<file path="src/rtl/tap_delay_sequencer.sv">
// Tap-delay sequencer: holds the last NTAPS input samples in a circular
// buffer. For each accepted sample it streams the delayed samples x[n-k],
// k = 0..NTAPS-1, over a valid/ready handshake to a shared MAC.
module tap_delay_sequencer #(
    parameter  int NTAPS = 16,
    parameter  int W     = 32,
    localparam int AW    = (NTAPS > 1) ? $clog2(NTAPS) : 1
) (
    input  logic          clk,
    input  logic          rst,
    input  logic          sample_valid,
    input  logic [W-1:0]  sample_in,
    output logic          sample_ready,
    output logic          tap_valid,
    output logic [W-1:0]  tap_data,
    output logic [AW-1:0] tap_idx,
    output logic          tap_last,
    input  logic          tap_ready,
    output logic          busy,
    output logic          overrun,
    input  logic          clr_overrun
);

    typedef enum logic {
        IDLE   = 1'b0,
        STREAM = 1'b1
    } state_t;

    state_t        state_q;
    logic [AW-1:0] wr_ptr_q;
    logic [AW-1:0] k_q;
    logic          tap_valid_q;
    logic [W-1:0]  tap_data_q;
    logic          tap_last_q;
    logic          overrun_q;
    logic [W-1:0]  buf_q [NTAPS];

    logic          accept;
    logic          xfer;
    logic [AW-1:0] k_d;
    logic [AW-1:0] rd_addr;
    logic          last_d;

    // Handshake decode and address of the tap that follows the current one
    always_comb begin
        accept  = (state_q == IDLE) && sample_valid;
        xfer    = tap_valid_q && tap_ready;
        k_d     = k_q + 1'b1;
        rd_addr = wr_ptr_q - k_d;
        last_d  = (k_d == AW'(NTAPS - 1));
    end

    // Circular sample buffer: each entry is written only when a sample is
    // accepted and the write pointer addresses it; reset clears every entry
    // so the first bursts after reset see zero history.
    generate
        for (genvar gi = 0; gi < NTAPS; gi++) begin : g_buf
            // Storage for buffer slot gi
            always_ff @(posedge clk or posedge rst) begin
                if (rst) begin
                    buf_q[gi] <= '0;
                end else if (accept && (wr_ptr_q == AW'(gi))) begin
                    buf_q[gi] <= sample_in;
                end
            end
        end
    endgenerate

    // Burst sequencer: accepts a sample in IDLE, then walks k through all
    // taps in STREAM. The k=0 tap is taken straight from sample_in, since the
    // buffer write happens on the same edge and is not yet readable.
    always_ff @(posedge clk or posedge rst) begin
        if (rst) begin
            state_q     <= IDLE;
            wr_ptr_q    <= '0;
            k_q         <= '0;
            tap_valid_q <= 1'b0;
            tap_data_q  <= '0;
            tap_last_q  <= 1'b0;
            overrun_q   <= 1'b0;
        end else begin
            case (state_q)
                IDLE: begin
                    if (sample_valid) begin
                        state_q     <= STREAM;
                        k_q         <= '0;
                        tap_valid_q <= 1'b1;
                        tap_data_q  <= sample_in;
                        tap_last_q  <= 1'b0;
                    end
                end
                STREAM: begin
                    if (xfer) begin
                        k_q        <= k_d;
                        tap_data_q <= buf_q[rd_addr];
                        tap_last_q <= last_d;
                        if (tap_last_q) begin
                            state_q     <= IDLE;
                            tap_valid_q <= 1'b0;
                            wr_ptr_q    <= wr_ptr_q + 1'b1;
                        end
                    end
                end
            endcase

            // A sample offered mid-burst is dropped and flagged; the set
            // wins over a simultaneous clear so no event is lost.
            if ((state_q == STREAM) && sample_valid) begin
                overrun_q <= 1'b1;
            end else if (clr_overrun) begin
                overrun_q <= 1'b0;
            end
        end
    end

    assign sample_ready = (state_q == IDLE);
    assign busy         = (state_q == STREAM);
    assign tap_valid    = tap_valid_q;
    assign tap_data     = tap_data_q;
    assign tap_idx      = k_q;
    assign tap_last     = tap_last_q;
    assign overrun      = overrun_q;

endmodule

</file>
<file path="config.mk">
export PLATFORM = sky130hd
export DESIGN_NAME = tap_delay_sequencer
export DESIGN_NICKNAME = d
export VERILOG_FILES = /design/src/rtl/tap_delay_sequencer.sv
export SDC_FILE = /design/constraint.sdc
export NUM_CORES = 1
export LEC_CHECK = 0
export ABC_AREA = 1
export BUFFER_PORTS_ARGS = -buffer_cell sky130_fd_sc_hd__buf_2
export CELL_PAD_IN_SITES_DETAIL_PLACEMENT = 1
export CELL_PAD_IN_SITES_GLOBAL_PLACEMENT = 1
export CORE_MARGIN = 3
export CORE_UTILIZATION = 45
export DETAILED_ROUTE_END_ITERATION = 12
export PLACE_DENSITY_LB_ADDON = 0.1
export SLEW_MARGIN = 10
export SYNTH_ARGS = -nofsm -noshare
export SYNTH_HDL_FRONTEND = slang
export SYNTH_SLANG_ARGS = --single-unit
</file>
<file path="constraint.sdc">
create_clock -name clk -period 25.1 [get_ports clk]
set_input_delay 1.255 -clock clk [delete_from_list [all_inputs] [get_ports clk]]
set_output_delay 1.255 -clock clk [all_outputs]
set_load 0.1 [all_outputs]
</file>
== After elaboration in Yosys (flattened, before gate mapping) ==
Index checks and enable logic that the tools add are counted.
Cells by class
  equal/unequal tests: 19
  bitwise logic cells: 2
  add/subtract/negate cells: 3
  mux-type cells: 22
  magnitude comparators: 1
  reduce and logical (&&, ||, !) cells: 24
Operators by type and width (count)
  $bmux 32 s4: 1
  $mux 32: 4
  $pmux 32 s2: 1
  $eq 4x4->1 const B: 9
  $logic_and 1x1->1: 19
  $eq 4x3->1 const B: 4
  $mux 1: 10
  $add 4x1->4 const B: 2
  $eq 4x2->1 const B: 2
  $mux 4: 2
  $pmux 4 s2: 1
  $pmux 1 s2: 3
  $reduce_and 3->1: 2
  $ge 5x5->1 const B: 1
  $not 4->5: 1
  $eq 4x1->1 const B: 1
  $logic_not 4->1: 1
  $ne 2x1->1 const B: 2
  $sub 4x4->4: 1
  $ne 2x2->1 const B: 1
  $reduce_and 2->1: 1
  $reduce_bool 2->1: 1
  $not 1->1: 1
Storage, ports and cells
  output and inout bits: 41
  bits of input ports: 37
  register bits: 556
  word-level logic and storage cells: 94

== Logic depth before layout (Yosys ltp) ==
  depth after elaboration: 8
  depth in mapped cells: 16
  depth with buffers taken out: 13

== Worst setup path after synthesis ==
No wires, ideal clock.
  kind: register -> output
  from: register state_q, in the netlist busy
  to: output sample_ready
  buffers on the path: 2
  data required time: 23845 ps
  cell stages (with the launch flop): 4
  arrival time: 2173 ps
  slack: 21672 ps
  cell sequence: dfrtp_1 -> buf_2 -> clkinv_1 -> clkbuf_1
Between the ends
  longest elaborated chain between the ends: 1
RTL lines
  start, declared: line 29  | state_t state_q;
  start signal, assigned: line 74  | state_q <= IDLE;
  start signal, assigned: line 85  | state_q <= STREAM;
  start signal, assigned: line 98  | state_q <= IDLE;
  $not 1->1
  end, declared: line 13  | output logic sample_ready,
No other way between the ends.

== Final worst setup path ==
  from: register k_q[0], in the netlist tap_idx[0]
  to: register tap_data_q[13], in the netlist tap_data[13]
Between the ends
  longest elaborated chain between the ends: 8
RTL lines
  start, declared: line 31  | logic [AW-1:0] k_q;
  start signal, assigned: line 94  | k_q <= k_d;
  $add 4x1->4: line 48  | k_d = k_q + 1'b1;
  $sub 4x4->4: line 49  | rd_addr = wr_ptr_q - k_d;
  $not 4->5 (not written as such): line 95  | tap_data_q <= buf_q[rd_addr];
  $bmux 32 s4: line 95
  $mux 32 (not written as such) (2 in a row): line 95
  $mux 32: line 93  | if (xfer) begin
  $pmux 32 s2: line 82  | case (state_q)
  end signal, assigned: line 88  | tap_data_q <= sample_in;
  end signal, assigned: line 95
  end, declared: line 33  | logic [W-1:0] tap_data_q;
No other way between the ends. The select of a mux whose other input is x is not followed.
A chain may end at the register's enable or synchronous reset.

==> metrics.csv <==
stage;metric;value;unit
grt;GR Util met2;0.485;
cts;Post-CTS Setup Inserts;0;
run_status;outcome;completed;
drt;drt drc;0;
logic_synthesis;Post-Synth Adder-Cell Area;0.00511;
sta;setup_tns;0;ns
logic_synthesis;Synth Net Count;3420;
sta;RSZ-0062 raised after global routing;no;
setup_path;CP Launch Type;flip-flop;
cts;CTS tree;built;
logic_synthesis;Yosys cell types;24;
logic_synthesis;cell taking the most area after synthesis;dfrtp_1;
grt;GR Util met3;0.0406;
drt;drt total wl;89.8;mm
placement;Post-DP HPWL;50.4;mm
cts;hold buffers post-CTS;0;
cts;TritonCTS Buffers;61;
grt;total grt overflow;0;
cts;clock transition at the registers of the reported paths;0.06;ns
grt;layer with the highest usage;met2;
sta;fin crit share;0.184;
logic_synthesis;Synth Area in XOR/XNOR;0.00260;
drt;Avg WL per Cell;21.9;µm
placement;IO Port Bufs;77;
cts;CTS root buffer;clkbuf_16;
layout;layout cells sized above 1;0.0716;
setup_path;Critical Path AT;5.16;ns
layout;Antenna Cells;0;
logic_synthesis;area share of the largest cell type after synthesis;0.536;
drt;drt first pass iters;5;
grt;largest net degree at the start of global routing;162;
die;Chip Height;246;µm
layout;Area Overhead vs Synth;11.1;%
die;Starting Density;0.457;
worst_hold_path;Hold WC Path Type;flip-flop to flip-flop;
die;chip width;246;µm
placement;Routability Congestion;0.792;
drt;Via density;5.64;
layout;Layout fillers;6942;
die;Core Box Area;56700;µm²
logic_synthesis;Post-Synth Simple-Gate Area;0.256;
sta;Final Slew Violations;0;
setup_path;Crit-path slowest cell;buf_4;
logic_synthesis;Syn Area/Cell;7.69;µm²
logic_synthesis;compound-gate portion of the synthesized area;0.125;
logic_synthesis;Mapped Cells;3373;
sta;fin crit period;4.61;ns
logic_synthesis;FF+latch count, synth;556;
sta;Layout Skew;0.0305;ns
setup_path;crit-path cells;inv_1, ha_1, inv_1, fa_4, inv_4, buf_4, o21ai_0, o21ai_1, nand2_1, nand2_1, inv_1, nand2_1, nand3_1, a21oi_1;
die;io pins;78;
drt;Vias;23200;
grt;vias in the first global route;24300;
cts;Max Buffers Root-to-Sink;3;
logic_synthesis;cell area after synthesis;25900;µm²
layout;Layout Nets;3347;
drt;DRT antenna net count;0;
sta;worst-margin pin slew;1.08;ns
cts;clk sinks;556;
sta;final hold vios;0;
cts;worst-skew pair later-pin latency;0.63;ns
setup_path;Worst Path Class, Setup;flip-flop to flip-flop;
sta;Slew HR;0.278;
grt;initial antenna violation count;1;
sta;max frequency;217;MHz
die;die area;60600;µm²
drt;initial drt markers;1731;
logic_synthesis;Synth top cells by count;1109 x nand2_1, 556 x dfrtp_1, 426 x o21ai_0;
logic_synthesis;commonest register cell after synthesis;dfrtp_1;
grt;All-Layer GR Usage;0.302;
logic_synthesis;Seq/Total Area, Yosys;0.536;
setup_path;crit-path max cell delay;0.96;ns
logic_synthesis;synth top area cells;dfrtp_1 54%, nand2_1 16%, o21ai_0 8.2%;
logic_synthesis;synth warn;0;
grt;met1 usage in global routing;0.433;
setup_path;crit path max fanout;78;
run;Max Cap Viol;0;
logic_synthesis;most frequent cell after synthesis;nand2_1;
cts;PostCTS Resize Cnt;0;
logic_synthesis;multiplexer share of the synthesized area;0;
setup_path;Worst Setup End Kind;flip-flop;
setup_path;WP data required;25.65;ns
sta;Final setup viols;0;
setup_path;reg2reg setup slack;20.49;ns
logic_synthesis;main combinational cell family by area after synthesis;simple AND/OR/NAND/NOR gates;
logic_synthesis;Post-synth EDFFs;0;
grt;first-pass GRT wire length;143;mm
die;# rows;87;
cts;Max H-tree Level;2;
layout;post-layout util;0.508;
logic_synthesis;asr flop ratio synth;1.00;
## final cells by class
type	instances	area, µm²	share of cell area
Inverter	248	948	0.0329
Clock buffer	92	1850	0.0640
Multi-Input combinational cell	2320	10200	0.355
Sequential cell	556	13900	0.483
Clock inverter	22	267	0.00924
Tap cell	756	946	0.0328
Timing Repair Buffer	113	681	0.0236
## flip-flops by register name, summed over array words and instances (netlist names)
name / count
buf_q: 512
tap_data: 32
tap_idx: 4
wr_ptr_q: 4
busy: 1
overrun: 1
tap_last: 1
tap_valid: 1
## layer usage
metal | wire (µm) | vias up
li1 | - | 10600
met3 | 5190 | 131
met5 | 0 | -
met2 | 40900 | 622
met4 | 1980 | 0
met1 | 41700 | 11800
## worst paths after layout
path,startpoint,to,cells after the start
worst max-delay path,tap_idx[0],tap_data[13],14
worst min-delay path,buf_q[474],buf_q[474],2
worst max register to register,tap_idx[0],tap_data[13],14
worst min register to register,buf_q[474],buf_q[474],2
max in group asynchronous,rst,buf_q[169],4
min in group asynchronous,rst,buf_q[284],2
## cells by family (layout without fill, tap and decap cells)
logic type                 Yosys count  count (layout)
and+or+nand+nor                   1654            1654
AOI/OAI and AO/OA                  650             650
DFF                                556             556
buffers and inverters              497             475
adders and majority gates           10              10
xor gates and xnor gates             6               6
## critical path: cells and delay by family, from the launching register on
| kind | cells | cell delay (ns) |
|---|---|---|
| buffers and inverters | 5 | 1.85 |
| adder cells (fa/ha/maj) | 2 | 1.21 |
| AO/OA/AOI/OAI | 3 | 0.59 |
| flip-flops | 1 | 0.46 |
| AND/OR/NAND/NOR | 4 | 0.34 |
## through the flow
step | setup slack [ns] | hold slack, ns | area [µm²] | instances
final | 20.49 | 0.480 | 28800 | 4107
after CTS | 20.53 | 0.484 | 28800 | 4107
after detailed placement | 20.56 | 0.469 | 26700 | 3993
after global placement | 20.71 | 0.461 | 26700 | 3993
after global routing | 20.20 | 0.506 | 28800 | 4107
after floorplan | 8.30 | 0.448 | 25900 | 3373
## cell usage in the layout (no fill, tap or decap), types with 2 or more instances in the layout
| master | n |
|---|---|
| nand2_2 | 2 |
| o21ai_0 | 426 |
| nand2_4 | 2 |
| o22ai_1 | 2 |
| nor2_4 | 8 |
| dfrtp_1 | 556 |
| ha_1 | 8 |
| clkbuf_1 | 13 |
| a21oi_1 | 194 |
| nand3_2 | 4 |
| nand4_1 | 3 |
| clkinv_2 | 14 |
| nand3_1 | 327 |
| xor2_1 | 3 |
| inv_1 | 242 |
| bufinv_16 | 6 |
| buf_12 | 2 |
| o21ai_1 | 28 |
| inv_8 | 2 |
| clkbuf_8 | 16 |
| inv_2 | 2 |
| buf_2 | 77 |
| buf_4 | 34 |
| clkbuf_16 | 63 |
| nor2_1 | 201 |
| nand2_1 | 1105 |
Power is left out: the tool's default activity adds up to more than one toggle a clock period on the data nets, which glitch-free logic cannot reach.
